[config.mk]
export PLATFORM = sky130hd
export DESIGN_NAME = fifo_stream_reader_flat
export DESIGN_NICKNAME = d
export VERILOG_FILES = /design/src/rtl/fifo_stream_reader_pkg.sv /design/src/rtl/fifo_stream_reader_if.sv /design/src/rtl/fifo_stream_reader_skid.sv /design/src/rtl/fifo_stream_reader.sv /design/src/flat_wrapper.sv
export SDC_FILE = /design/constraint.sdc
export NUM_CORES = 1
export LEC_CHECK = 0
export ABC_AREA = 1
export CAP_MARGIN = 20
export CORE_MARGIN = 3
export CORE_UTILIZATION = 57
export CTS_BUF_LIST = sky130_fd_sc_hd__clkbuf_8 sky130_fd_sc_hd__clkbuf_16
export DETAILED_ROUTE_END_ITERATION = 16
export PLACE_DENSITY = 0.95
export SYNTH_ARGS = -nofsm -noshare
export SYNTH_HDL_FRONTEND = slang
export SYNTH_SLANG_ARGS = --single-unit
export TNS_END_PERCENT = 50
[constraint.sdc]
create_clock -name clk -period 5.4 [get_ports clk]
set_clock_uncertainty 0.1 [all_clocks]
set_input_delay 0.81 -clock clk [delete_from_list [all_inputs] [get_ports clk]]
set_output_delay 0.81 -clock clk [all_outputs]
set_load 0.01 [all_outputs]
[src/rtl/fifo_stream_reader_pkg.sv]
// Shared constants and pointer helper for the FIFO stream reader and its skid store.
package fifo_stream_reader_pkg;
  localparam int FIFO_WIDTH     = 9;
  localparam int FIFO_DEPTH     = 16;
  localparam int LAST_BIT       = 8;
  localparam int SKID_DEPTH_DEF = 3;
  localparam int CNT_W_DEF      = 16;

  // Skid depths need not be powers of two, so pointers wrap explicitly.
  function automatic int unsigned wrap_inc(input int unsigned ptr, input int unsigned depth);
    return (ptr + 1 >= depth) ? 0 : ptr + 1;
  endfunction
endpackage

[src/rtl/fifo_stream_reader_if.sv]
// Valid/ready output stream: payload, frame-end flag, handshake.
interface fifo_stream_reader_if
  import fifo_stream_reader_pkg::*;
#(
  parameter int WIDTH = FIFO_WIDTH
);
  logic [WIDTH-2:0] m_data;
  logic             m_last;
  logic             m_valid;
  logic             m_ready;

  modport master (output m_data, m_last, m_valid, input m_ready);
  modport slave  (input m_data, m_last, m_valid, output m_ready);
endinterface

[src/rtl/fifo_stream_reader_skid.sv]
// Circular skid store: push lands next cycle, head is a mux of registered storage.
// No internal backpressure; the caller never pushes when full nor pops when empty.
module fifo_stream_reader_skid
  import fifo_stream_reader_pkg::*;
#(
  parameter  int WIDTH = FIFO_WIDTH,
  parameter  int DEPTH = SKID_DEPTH_DEF,
  localparam int PTR_W = (DEPTH > 1) ? $clog2(DEPTH) : 1,
  localparam int OCC_W = $clog2(DEPTH + 1)
) (
  input  logic             clk,
  input  logic             rst_n,
  input  logic             push_i,
  input  logic [WIDTH-1:0] push_dat_i,
  input  logic             pop_i,
  output logic [WIDTH-1:0] head_dat_o,
  output logic [OCC_W-1:0] occ_o,
  output logic [OCC_W-1:0] occ_next_o
);
  logic [WIDTH-1:0] mem_q [DEPTH];
  logic [PTR_W-1:0] wptr_q, wptr_d;
  logic [PTR_W-1:0] rptr_q, rptr_d;
  logic [OCC_W-1:0] occ_q, occ_d;

  always_comb begin
    wptr_d = wptr_q;
    rptr_d = rptr_q;
    occ_d  = occ_q;
    if (push_i) wptr_d = PTR_W'(wrap_inc(32'(wptr_q), DEPTH));
    if (pop_i)  rptr_d = PTR_W'(wrap_inc(32'(rptr_q), DEPTH));
    case ({push_i, pop_i})
      2'b10:   occ_d = occ_q + OCC_W'(1);
      2'b01:   occ_d = occ_q - OCC_W'(1);
      default: occ_d = occ_q;
    endcase
  end

  always_ff @(posedge clk or negedge rst_n) begin
    if (!rst_n) begin
      for (int i = 0; i < DEPTH; i++) mem_q[i] <= '0;
      wptr_q <= '0;
      rptr_q <= '0;
      occ_q  <= '0;
    end else begin
      if (push_i) mem_q[wptr_q] <= push_dat_i;
      wptr_q <= wptr_d;
      rptr_q <= rptr_d;
      occ_q  <= occ_d;
    end
  end

  assign head_dat_o = mem_q[rptr_q];
  assign occ_o      = occ_q;
  assign occ_next_o = occ_d;
endmodule

[src/rtl/fifo_stream_reader.sv]
// Non-FWFT FIFO consumer: registered rd_en against skid credit, 3 cycles enable->m_valid, 1 word/cycle.
// m_ready throttles reads only through skid occupancy; stray read data is dropped and flagged.
module fifo_stream_reader
  import fifo_stream_reader_pkg::*;
#(
  parameter int WIDTH      = FIFO_WIDTH,
  parameter int SKID_DEPTH = SKID_DEPTH_DEF,
  parameter int CNT_W      = CNT_W_DEF
) (
  input  logic                 clk,
  input  logic                 rst_n,
  input  logic                 enable,
  output logic                 fifo_rd_en,
  input  logic [WIDTH-1:0]     fifo_dout,
  input  logic                 fifo_valid,
  input  logic                 fifo_empty,
  fifo_stream_reader_if.master m,
  output logic [CNT_W-1:0]     frame_count,
  output logic                 err_unexpected,
  input  logic                 clr_err
);
  localparam int OCC_W = $clog2(SKID_DEPTH + 1);

  logic             rd_en_q, rd_en_d;
  logic             inflight_q;
  logic [CNT_W-1:0] frame_q, frame_d;
  logic             err_q, err_d;
  logic [OCC_W-1:0] occ, occ_next;
  logic [WIDTH-1:0] head;
  logic [OCC_W:0]   credit_used;
  logic             full, push, pop, stray;

  assign full  = (occ == OCC_W'(SKID_DEPTH));
  assign push  = fifo_valid & inflight_q & ~full;
  assign stray = fifo_valid & (~inflight_q | full);
  assign pop   = m.m_valid & m.m_ready;

  fifo_stream_reader_skid #(
    .WIDTH (WIDTH),
    .DEPTH (SKID_DEPTH)
  ) u_skid (
    .clk        (clk),
    .rst_n      (rst_n),
    .push_i     (push),
    .push_dat_i (fifo_dout),
    .pop_i      (pop),
    .head_dat_o (head),
    .occ_o      (occ),
    .occ_next_o (occ_next)
  );

  assign m.m_valid = (occ != '0);
  assign m.m_data  = head[WIDTH-2:0];
  assign m.m_last  = head[WIDTH-1];

  always_comb begin
    // Next-cycle commitment: skid contents plus the read whose data lands next cycle.
    credit_used = {1'b0, occ_next} + (OCC_W+1)'(rd_en_q);
    rd_en_d     = enable & ~fifo_empty & (credit_used < (OCC_W+1)'(SKID_DEPTH));
    frame_d     = frame_q;
    if (pop && head[WIDTH-1]) frame_d = frame_q + CNT_W'(1);
    err_d = err_q;
    if (clr_err) err_d = 1'b0;
    if (stray)   err_d = 1'b1;
  end

  always_ff @(posedge clk or negedge rst_n) begin
    if (!rst_n) begin
      rd_en_q    <= 1'b0;
      inflight_q <= 1'b0;
      frame_q    <= '0;
      err_q      <= 1'b0;
    end else begin
      rd_en_q    <= rd_en_d;
      inflight_q <= rd_en_q;
      frame_q    <= frame_d;
      err_q      <= err_d;
    end
  end

  assign fifo_rd_en     = rd_en_q;
  assign frame_count    = frame_q;
  assign err_unexpected = err_q;
endmodule

[src/flat_wrapper.sv]
// flat-port wrapper written by rule: the top's interface ports become plain ports
module fifo_stream_reader_flat import fifo_stream_reader_pkg::*;
#(
  parameter int WIDTH      = FIFO_WIDTH,
  parameter int SKID_DEPTH = SKID_DEPTH_DEF,
  parameter int CNT_W      = CNT_W_DEF
)
  (clk, rst_n, enable, fifo_rd_en, fifo_dout, fifo_valid, fifo_empty, frame_count, err_unexpected, clr_err, m_m_data, m_m_last, m_m_valid, m_m_ready);
  fifo_stream_reader_if #(.WIDTH(WIDTH)) m_i ();
  input  logic clk;
  input  logic rst_n;
  input  logic enable;
  output logic fifo_rd_en;
  input  logic [WIDTH-1:0] fifo_dout;
  input  logic fifo_valid;
  input  logic fifo_empty;
  output logic [CNT_W-1:0] frame_count;
  output logic err_unexpected;
  input  logic clr_err;
  output wire logic [$bits(m_i.m_data)-1:0] m_m_data;
  output wire logic [$bits(m_i.m_last)-1:0] m_m_last;
  output wire logic [$bits(m_i.m_valid)-1:0] m_m_valid;
  input wire logic [$bits(m_i.m_ready)-1:0] m_m_ready;
  assign m_m_data = m_i.m_data;
  assign m_m_last = m_i.m_last;
  assign m_m_valid = m_i.m_valid;
  assign m_i.m_ready = m_m_ready;
  fifo_stream_reader #(.WIDTH(WIDTH), .SKID_DEPTH(SKID_DEPTH), .CNT_W(CNT_W)) u_core (.clk(clk), .rst_n(rst_n), .enable(enable), .fifo_rd_en(fifo_rd_en), .fifo_dout(fifo_dout), .fifo_valid(fifo_valid), .fifo_empty(fifo_empty), .m(m_i), .frame_count(frame_count), .err_unexpected(err_unexpected), .clr_err(clr_err));
endmodule
==> impl_summary.txt, run 1 <==
----------------------------------------------------
[Final layout]
  Antenna diode instance count ... 0
  Layout Nets ... roughly 380
  Layout cells sized above 1 ... 0.182
  Final core area utilization ... 0.720
  Area growth from synthesis to layout ... 18.7%
  Leading cell type in the layout, fill and taps excluded ... sky130_fd_sc_hd__nand2_1
  Most used cells in the layout excluding fill and tap cells ... sky130_fd_sc_hd__nand2_1 (110), sky130_fd_sc_hd__dfrtp_1 (52), sky130_fd_sc_hd__clkdlybuf4s50_1 (42)

[Logic synthesis]
  Synth Register Bits ... 52
  Unique cell type count in the Yosys netlist ... 28
  Nets in the synthesized netlist ... 330
  Synthesis Warnings ... 0
  Cell area after synthesis ... around 0.0027 mm^2
  Share of the yosys chip area belonging to registers ... 0.476
  Mean area per synthesized cell ... 8.79 um^2
  Instance count of the mapped netlist ... 311
  Number of enable flip-flop cells after synthesis ... 0
  Top flip-flop cell by instance count after synthesis ... sky130_fd_sc_hd__dfrtp_1
  Async S/R FF share, synth ... 1.00

[STA]
  Count of endpoints failing setup in the final report ... 0
  Share of the clock period used by the worst path ... 0.561
  Unrepaired setup endpoints after global routing ... false
  Post-route minimum period ... between 3000 and 4000 ps
  Setup TNS ... 0 ps
  Final hold viol count ... 0
  Remaining max-slew budget at the tightest pin ... 0.574
  Slew of the pin with the lowest slew margin ... 639 ps
  Max Slew Vio Count ... 0
  Maximum achievable frequency ... roughly 330 MHz

[Pwr]
  Total power draw ... 1.43 mW
  Leak ... between 1.5 and 2 nW
  Worst vdd rail ir drop ... ~0.3 mV
  Pwr per Cell Area ... approximately 440 mW/mm^2

[Worst setup path]
  Cell with the biggest individual delay on the critical path ... sky130_fd_sc_hd__clkdlybuf4s50_1
  Element type at the critical path start ... flip-flop
  Gate family responsible for the most delay along the worst path ... simple AND/OR/NAND/NOR gates
  Maximum fanout count along the critical path ... 8
  Crit path buf inv count ... 2
  Setup CP Type ... reg2out
  Critical path data required time ... approximately 4500 ps
  CP arrival ... about 2100 ps
  Chain of cells forming the critical path ... inv_1 > nor2_1 > nand2_1 > nand3_1 > clkdlybuf4s50_1
  Max incr delay on CP ... between 500 and 600 ps
  Type of element capturing the critical path ... output port

[GRT]
  Initial antenna violation count ... 0
  Pin count of the biggest net entering global routing ... between 50 and 60
  Global-route wire length before repair ... 9.20 mm
  GRT Util Overall ... 0.209
  Via count of the first global-routing pass ... about 2200
  Remaining global-route overflow ... 0

[Routing]
  Post-detailed-route via-to-cell ratio ... 5.32
  Number of design rule violations left after detail routing ... 0
  Detailed-routing iteration count for the pre-antenna-repair pass ... 4
  Average routed wire per standard cell ... 13.0 um
  Overall via count from detail_route ... 2174
  Initial DRC Count ... 124
  Post-detailed-route count of antenna-violating nets ... 0
  Wire length after detailed routing ... about 5.3 mm

[Min path]
  Type of the tightest min-delay check ... reg2reg

[CTS]
  Total clock sinks ... 52
  Number of H-tree levels ... 2
  Buffer levels on the longest clock path ... 2
  Post CTS Setup Buffer Count ... 0
  Insertion delay to the later sink of the worst-skew pair ... between 200 and 300 ps
  Root Buffer Master ... sky130_fd_sc_hd__clkbuf_8
  Total clock buffers created by CTS ... 5
  Clock input transition at the sequential cells of the worst setup and hold paths ... roughly 90 ps
  # resized after CTS ... 0
  Clock tree from TritonCTS ... done
  CTS Hold Buffers Added ... 0

[Floorplanning]
  Chip height ... between 70 and 80 um
  Std-Cell Core Area ... roughly 0.0045 mm^2
  Width of the die ... about 75 um
  Area enclosed by the die boundary ... around 0.0057 mm^2
  Initial cell density of the core ... 0.607
  Number of placement rows ... 24
  Top Ports ... 44

[Placement]
  Total half-perimeter wirelength after legalization and detailed placement ... 3.85 mm
  Routability Congestion ... 0.787
  Number of port buffers ... 43

[Run status]
  Result of the run ... finished clean

[Flow run]
  MaxCap Viol Count ... 0

----------------------------------------------------
[synthesized netlist by cell type, types with 4 or more instances]
| library cell | instances | area (um^2) |
|---|---|---|
| sky130_fd_sc_hd__buf_6 | 4 | 45.0 |
| sky130_fd_sc_hd__dfrtp_1 | 52 | 1300 |
| sky130_fd_sc_hd__inv_1 | 33 | 124 |
| sky130_fd_sc_hd__nand2_1 | 110 | 413 |
| sky130_fd_sc_hd__nand3_1 | 16 | 80.1 |
| sky130_fd_sc_hd__nand3_2 | 8 | 80.1 |
| sky130_fd_sc_hd__nor2_1 | 16 | 60.1 |
| sky130_fd_sc_hd__nor2_2 | 4 | 25.0 |
| sky130_fd_sc_hd__o21ai_0 | 8 | 40.0 |
| sky130_fd_sc_hd__o21ai_2 | 31 | 272 |
[metrics by stage]
stage / area (um^2) / hold WS [ps] / setup slack [ps] / std cells
3_5_place_dp: 3170 / 301 / 2230 / 402
3_3_place_gp: 3170 / 299 / 2360 / 402
2_1_floorplan: 2730 / 340 / 2940 / 311
5_1_grt: 3240 / 338 / 2190 / 409
4_1_cts: 3240 / 321 / 2360 / 409
6_report: 3240 / 319 / 2370 / 409
[layout make-up]
cell class / instances / area [um^2]
sequential: 52 / 1300
fill: 345 / 1260
multi-input combinational: 219 / 1230
timing repair buffer: 44 / 433
inverter: 35 / 136
clock buffer: 5 / 68.8
tap: 52 / 65.1
clock inverter: 2 / 8.76
[kinds of logic after synthesis]
family          after synthesis  share of synthesized area
compound gates               42                      0.120
xor+xnor                      5                     0.0188
fa+ha+maj                     3                     0.0137
buf+inv                      40                     0.0737
flops                        52                      0.476
simple gates                169                      0.297
[layer usage]
metal	track usage	wire length, um	up-vias
met2	0.385	2770	56
li1	-	-	1082
met1	0.252	2330	1032
met4	0.0524	21	0
met3	0.0401	209	4
met5	0	0	-
[report_power, final]
group / internal (mW) / total, mW / switching (mW)
clock: 0.0866 / 0.205 / 0.118
combinational: 0.272 / 0.613 / 0.340
sequential: 0.518 / 0.613 / 0.0954
[state kept, by name, indices dropped and copies added, names as in the netlist]
| signal | cells |
|---|---|
| u_core.u_skid.mem_q | 27 |
| u_core.frame_count | 16 |
| u_core.u_skid.occ_o | 2 |
| u_core.u_skid.rptr_q | 2 |
| u_core.u_skid.wptr_q | 2 |
| u_core.err_unexpected | 1 |
| u_core.fifo_rd_en | 1 |
| u_core.inflight_q | 1 |
[worst paths after layout]
check                                                         start  depth (start not counted)  slack [ps]                                 end
min in group asynchronous                                     rst_n                          2         520   u_core.err_unexpected$_DFFE_PN0P_
worst max register to register     u_core.u_skid.occ_o[1]$_DFF_PN0_                         10        3100         u_core.fifo_rd_en$_DFF_PN0_
worst min register to register          u_core.fifo_rd_en$_DFF_PN0_                          0         320         u_core.inflight_q$_DFF_PN0_
worst max-delay path            u_core.u_skid.rptr_q[1]$_DFFE_PN0P_                          5        2370                         m_m_data[3]
max in group asynchronous                                     rst_n                          2        4260  u_core.u_skid.mem_q[7]$_DFFE_PN0P_
worst min-delay path                    u_core.fifo_rd_en$_DFF_PN0_                          0         320         u_core.inflight_q$_DFF_PN0_
[worst reg2reg max path, cell delays in order, from the launching register on]
cell and delay, ps:
sky130_fd_sc_hd__dfrtp_1 420, sky130_fd_sc_hd__nand2_2 110, sky130_fd_sc_hd__inv_2 50, sky130_fd_sc_hd__nor2_4 230
sky130_fd_sc_hd__nor2_1 80, sky130_fd_sc_hd__nor2_1 190, sky130_fd_sc_hd__xor2_1 120, sky130_fd_sc_hd__ha_1 200
sky130_fd_sc_hd__ha_1 170, sky130_fd_sc_hd__or3b_2 430, sky130_fd_sc_hd__a21oi_1 130
No activity file was read; power rests on OpenSTA's default activity.
==> inputs of run 2 (changes only) <==
CORE_UTILIZATION = 53   (was 57)
PLACE_DENSITY = 0.91   (was 0.95)
clock period = 3.1 ns   (was 5.4 ns; I/O delays follow)
==> impl_summary.txt, run 2 (same netlist as run 1, synthesis figures left out) <==
----------------------------------------------------
[GRT]
  GRT Util Overall ... 0.188
  Pin count of the biggest net entering global routing ... 34
  Global-route wire length before repair ... around 9.0 mm
  Initial antenna violation count ... 0
  Remaining global-route overflow ... 0
  Via count of the first global-routing pass ... around 2000

[STA]
  Count of endpoints failing setup in the final report ... 0
  Slew of the pin with the lowest slew margin ... 641 ps
  Post-route minimum period ... ~2700 ps
  Remaining max-slew budget at the tightest pin ... 0.571
  Unrepaired setup endpoints after global routing ... false
  Share of the clock period used by the worst path ... 0.864
  Final critical-path setup slack ... about 420 ps
  Maximum achievable frequency ... 373 MHz
  Setup TNS ... 0 ps
  Min Hold Slack ... between 3 and 4 ps
  Final hold viol count ... 0
  Max Slew Vio Count ... 0

[Placement]
  Post-place setup slack ... around 340 ps
  Number of port buffers ... 43
  Number of placed cells counting well taps ... 417
  Routability Congestion ... 0.845
  Total half-perimeter wirelength after legalization and detailed placement ... 3.75 mm

[Floorplanning]
  Width of the die ... 77.8 um
  Top Ports ... 44
  Chip height ... 77.8 um
  Number of placement rows ... 25
  Area enclosed by the die boundary ... roughly 0.0061 mm^2
  Initial cell density of the core ... 0.564
  Std-Cell Core Area ... approximately 0.0048 mm^2

[Final layout]
  Leading cell type in the layout, fill and taps excluded ... sky130_fd_sc_hd__nand2_1
  Register ranked first by flip-flop count ... u_core.u_skid.mem_q
  Final core area utilization ... 0.676
  Layout Nets ... roughly 380
  Area growth from synthesis to layout ... 19.9%
  Final standard cell count with taps included and fillers excluded ... between 400 and 500
  Most used cells in the layout excluding fill and tap cells ... sky130_fd_sc_hd__nand2_1 (110), sky130_fd_sc_hd__dfrtp_1 (52), sky130_fd_sc_hd__clkdlybuf4s50_1 (42)
  Flip-flop count of the largest register, all copies and words added ... 27
  Antenna diode instance count ... 0
  Layout cells sized above 1 ... 0.187

[Flow run]
  MaxCap Viol Count ... 0

[Worst setup path]
  CP arrival ... between 2000 and 2500 ps
  Maximum fanout count along the critical path ... 8
  Critical path data required time ... between 2000 and 3000 ps
  Element type at the critical path start ... flip-flop
  Reg2reg start ... u_core.u_skid.occ_o[1]$_DFF_PN0_
  Setup CP Type ... reg2out
  Type of element capturing the critical path ... output port
  Register-to-Register Path Depth ... 10
  Gate family responsible for the most delay along the worst path ... simple AND/OR/NAND/NOR gates
  Chain of cells forming the critical path ... inv_1 > nor2_1 > nand2_1 > nand3_1 > clkdlybuf4s50_1
  Cell with the biggest individual delay on the critical path ... sky130_fd_sc_hd__clkdlybuf4s50_1
  Crit path buf inv count ... 2
  Capture instance of the worst register-to-register path ... u_core.fifo_rd_en$_DFF_PN0_
  Worst setup slack for register-to-register paths ... a little under 900 ps
  Max incr delay on CP ... 540 ps

[Routing]
  Detailed-routing iteration count for the pre-antenna-repair pass ... 4
  Post-detailed-route count of antenna-violating nets ... 0
  Average routed wire per standard cell ... between 10 and 15 um
  Number of design rule violations left after detail routing ... 0
  Initial DRC Count ... 140
  Wire length after detailed routing ... between 5 and 6 mm
  Post-detailed-route via-to-cell ratio ... around 5
  Overall via count from detail_route ... roughly 2100

[Pwr]
  Pwr per Cell Area ... ~770 mW/mm^2
  Worst vdd rail ir drop ... roughly 0.5 mV
  Leak ... approximately 1.5 nW

[CTS]
  Clock tree from TritonCTS ... done
  Clock input transition at the sequential cells of the worst setup and hold paths ... 90 ps
  Buffer levels on the longest clock path ... 2
  Post CTS Setup Buffer Count ... 0
  Insertion delay to the later sink of the worst-skew pair ... ~300 ps
  Total clock sinks ... 52
  # resized after CTS ... 0
  Number of H-tree levels ... 2
  Total clock buffers created by CTS ... 5
  Root Buffer Master ... sky130_fd_sc_hd__clkbuf_8
  CTS Hold Buffers Added ... 0

[Min path]
  Type of the tightest min-delay check ... in2async

[Run status]
  Result of the run ... finished clean

----------------------------------------------------
[run 2: cell types whose count changed in the layout (fill, tap and decap cells not counted)]
cell,before,now
sky130_fd_sc_hd__clkbuf_8,5,6
sky130_fd_sc_hd__clkinv_2,1,2
sky130_fd_sc_hd__inv_1,34,33
[run 2: how the worst max path moves through the flow]
stage | start | to | slack [ps] | cells after the start
detailed placement | fifo_valid | u_core.fifo_rd_en$_DFF_PN0_ | 340 | 10
global route | u_core.u_skid.rptr_q[1]$_DFFE_PN0P_ | m_m_data[7] | 260 | 5
floorplan | fifo_valid | u_core.fifo_rd_en$_DFF_PN0_ | 980 | 9
CTS | u_core.u_skid.rptr_q[1]$_DFFE_PN0P_ | m_m_data[0] | 390 | 5
global placement | fifo_valid | u_core.fifo_rd_en$_DFF_PN0_ | 410 | 10
finish | u_core.u_skid.rptr_q[1]$_DFFE_PN0P_ | m_m_data[5] | 420 | 5
[run 2: power by group]
group / internal (mW) / switching, mW / leakage (nW)
clock network: 0.178 / 0.206 / 0.0510
logic: 0.476 / 0.587 / 0.779
registers: 0.902 / 0.164 / 0.679
[run 2: cell type report]
type	count	area, um^2
Sequential cell	52	1300
Fill cell	399	1570
Multi-Input combinational cell	219	1230
Clock inverter	2	10.0
Timing Repair Buffer	44	433
Clock buffer	6	82.6
Inverter	35	136
Tap cell	67	83.8
[run 2: per-stage QoR]
step                power, mW  instance area, um^2
global placement         2.10                 3190
global route             2.72                 3280
CTS                      2.54                 3280
finish                   2.51                 3280
floorplan                1.76                 2730
detailed placement       2.15                 3190
[run 2: worst register-to-register path, stage by stage, from the launching register on]
cell,delay [ps]
sky130_fd_sc_hd__dfrtp_1,420
sky130_fd_sc_hd__nand2_2,100
sky130_fd_sc_hd__inv_2,50
sky130_fd_sc_hd__nor2_4,220
sky130_fd_sc_hd__nor2_1,70
sky130_fd_sc_hd__nor2_1,170
sky130_fd_sc_hd__xor2_1,110
sky130_fd_sc_hd__ha_1,190
sky130_fd_sc_hd__ha_1,170
sky130_fd_sc_hd__or3b_2,430
sky130_fd_sc_hd__a21oi_1,130
[run 2: routing by layer]
metal	GRT usage	vias to the layer above	share of wire
li1	-	1079	-
met1	0.228	973	0.42
met2	0.329	46	0.52
met3	0.0406	6	0.047
met4	0.0623	0	0.011
met5	0	-	0
==> inputs of run 3 (changes only) <==
SLEW_MARGIN = 40   (was default)
clock period = 3 ns   (was 3.1 ns; I/O delays follow)
==> impl_summary.txt, run 3 (same netlist as run 1, synthesis figures left out) <==
----------------------------------------------------
[Run status]
  Result of the run ... finished clean

[Floorplanning]
  Initial cell density of the core ... 0.564
  Width of the die ... 77.8 um
  Chip height ... just under 80 um
  Top Ports ... 44
  Area enclosed by the die boundary ... ~0.0061 mm^2
  Std-Cell Core Area ... 0.00485 mm^2
  Number of placement rows ... 25

[Placement]
  Total half-perimeter wirelength after legalization and detailed placement ... 3.74 mm
  Number of port buffers ... 43
  Area of placed instances ... 0.00319 mm^2
  Post-place setup slack ... approximately 380 ps
  Number of placed cells counting well taps ... approximately 420
  Routability Congestion ... approximately 0.83

[Routing]
  Detailed-routing iteration count for the pre-antenna-repair pass ... 4
  Average routed wire per standard cell ... around 12 um
  Initial DRC Count ... between 100 and 150
  Number of design rule violations left after detail routing ... 0
  Overall via count from detail_route ... between 2000 and 2500
  Post-detailed-route count of antenna-violating nets ... 0
  Post-detailed-route via-to-cell ratio ... ~5.0
  Wire length after detailed routing ... around 5.2 mm

[Final layout]
  Antenna diode instance count ... 0
  Final design instance area without fill ... between 0.003 and 0.004 mm^2
  Layout Nets ... 377
  Layout cells sized above 1 ... 0.189
  Storage element area ... about 0.0013 mm^2
  Flip-flop count of the largest register, all copies and words added ... 27
  Most used cells in the layout excluding fill and tap cells ... sky130_fd_sc_hd__nand2_1 (110), sky130_fd_sc_hd__dfrtp_1 (52), sky130_fd_sc_hd__clkdlybuf4s50_1 (42)
  Total area of multi-input combinational cells ... around 0.0012 mm^2
  Area growth from synthesis to layout ... 20.2%
  Filler cell count ... roughly 400
  Final standard cell count with taps included and fillers excluded ... around 430
  Register ranked first by flip-flop count ... u_core.u_skid.mem_q
  Leading cell type in the layout, fill and taps excluded ... sky130_fd_sc_hd__nand2_1
  Final core area utilization ... 0.678

[Worst setup path]
  Max incr delay on CP ... ~540 ps
  Worst setup slack for register-to-register paths ... roughly 790 ps
  Capture instance of the worst register-to-register path ... u_core.fifo_rd_en$_DFF_PN0_
  Chain of cells forming the critical path ... inv_1 > nor2_1 > nand2_1 > nand3_1 > clkdlybuf4s50_1
  Type of element capturing the critical path ... output port
  Critical path data required time ... between 2000 and 2500 ps
  CP arrival ... about 2100 ps
  Element type at the critical path start ... flip-flop
  Setup CP Type ... reg2out
  Reg2reg start ... u_core.u_skid.occ_o[0]$_DFF_PN0_
  Cell with the biggest individual delay on the critical path ... sky130_fd_sc_hd__clkdlybuf4s50_1
  Maximum fanout count along the critical path ... 8
  Register-to-Register Path Depth ... 10

[CTS]
  Number of H-tree levels ... 2
  CTS Hold Buffers Added ... 0
  Total clock sinks ... 52
  Insertion delay to the later sink of the worst-skew pair ... approximately 300 ps
  # resized after CTS ... 0
  Clock input transition at the sequential cells of the worst setup and hold paths ... 90 ps
  Post CTS Setup Buffer Count ... 0
  Clock tree from TritonCTS ... done
  Root Buffer Master ... sky130_fd_sc_hd__clkbuf_8
  Total clock buffers created by CTS ... 5
  Buffer levels on the longest clock path ... 2

[GRT]
  GRT Util Overall ... 0.190
  Global-route wire length before repair ... around 9.3 mm
  Remaining global-route overflow ... 0
  Initial antenna violation count ... 0
  Via count of the first global-routing pass ... roughly 2100
  Pin count of the biggest net entering global routing ... 53

[STA]
  Share of the clock period used by the worst path ... 0.886
  Count of endpoints failing setup in the final report ... 0
  Slew of the pin with the lowest slew margin ... between 600 and 700 ps
  Remaining max-slew budget at the tightest pin ... 0.575
  Max Slew Vio Count ... 0
  Maximum achievable frequency ... around 380 MHz
  Setup TNS ... 0 ps
  Min Hold Slack ... around 160 ps
  Post-route minimum period ... 2660 ps
  Unrepaired setup endpoints after global routing ... false
  Final critical-path setup slack ... approximately 340 ps
  Final hold viol count ... 0

[Min path]
  Type of the tightest min-delay check ... in2async

[Pwr]
  Worst vdd rail ir drop ... about 0.46 mV
  Leak ... roughly 1.5 nW
  Pwr per Cell Area ... approximately 800 mW/mm^2
  Total power draw ... 2.62 mW

[Flow run]
  MaxCap Viol Count ... 0

----------------------------------------------------
run 3: worst max path at each step:
stage / start / end / slack (ps) / cells after the start
5_1_grt: u_core.u_skid.rptr_q[1]$_DFFE_PN0P_ / m_m_data[0] / 210 / 5
3_3_place_gp: m_m_ready / u_core.fifo_rd_en$_DFF_PN0_ / 470 / 9
4_1_cts: u_core.u_skid.rptr_q[1]$_DFFE_PN0P_ / m_m_data[0] / 310 / 5
3_5_place_dp: m_m_ready / u_core.fifo_rd_en$_DFF_PN0_ / 380 / 9
6_report: u_core.u_skid.rptr_q[1]$_DFFE_PN0P_ / m_m_data[0] / 340 / 5
2_1_floorplan: fifo_valid / u_core.fifo_rd_en$_DFF_PN0_ / 900 / 9
run 3: final cells by class:
| cell class | count | area share |
|---|---|---|
| Tap cell | 67 | 0.0255 |
| Clock buffer | 6 | 0.0251 |
| Sequential cell | 52 | 0.396 |
| Inverter | 35 | 0.0415 |
| Timing Repair Buffer | 45 | 0.134 |
| Multi-Input combinational cell | 219 | 0.375 |
| Clock inverter | 2 | 0.00305 |
run 3: worst max-delay path: cells and delay by family, from the launching register on:
kind,cells,cell delay (ps)
buffers and inverters,2,630
AND/OR/NAND/NOR,3,740
flip-flops,1,440
run 3: metal layers:
layer | routed length [um] | part of all wire | track usage | vias up
met2 | 2670 | 0.51 | 0.346 | 39
li1 | - | - | - | 1077
met1 | 2310 | 0.44 | 0.229 | 1010
met5 | 0 | 0 | 0 | -
met3 | 185 | 0.035 | 0.0278 | 9
met4 | 78 | 0.015 | 0.0623 | 0
run 3: power by group:
group | switching, mW | internal (mW) | leakage (nW)
combinational | 0.616 | 0.496 | 0.784
clock | 0.216 | 0.184 | 0.0510
sequential | 0.175 | 0.933 | 0.679
total | 1.01 | 1.61 | 1.51
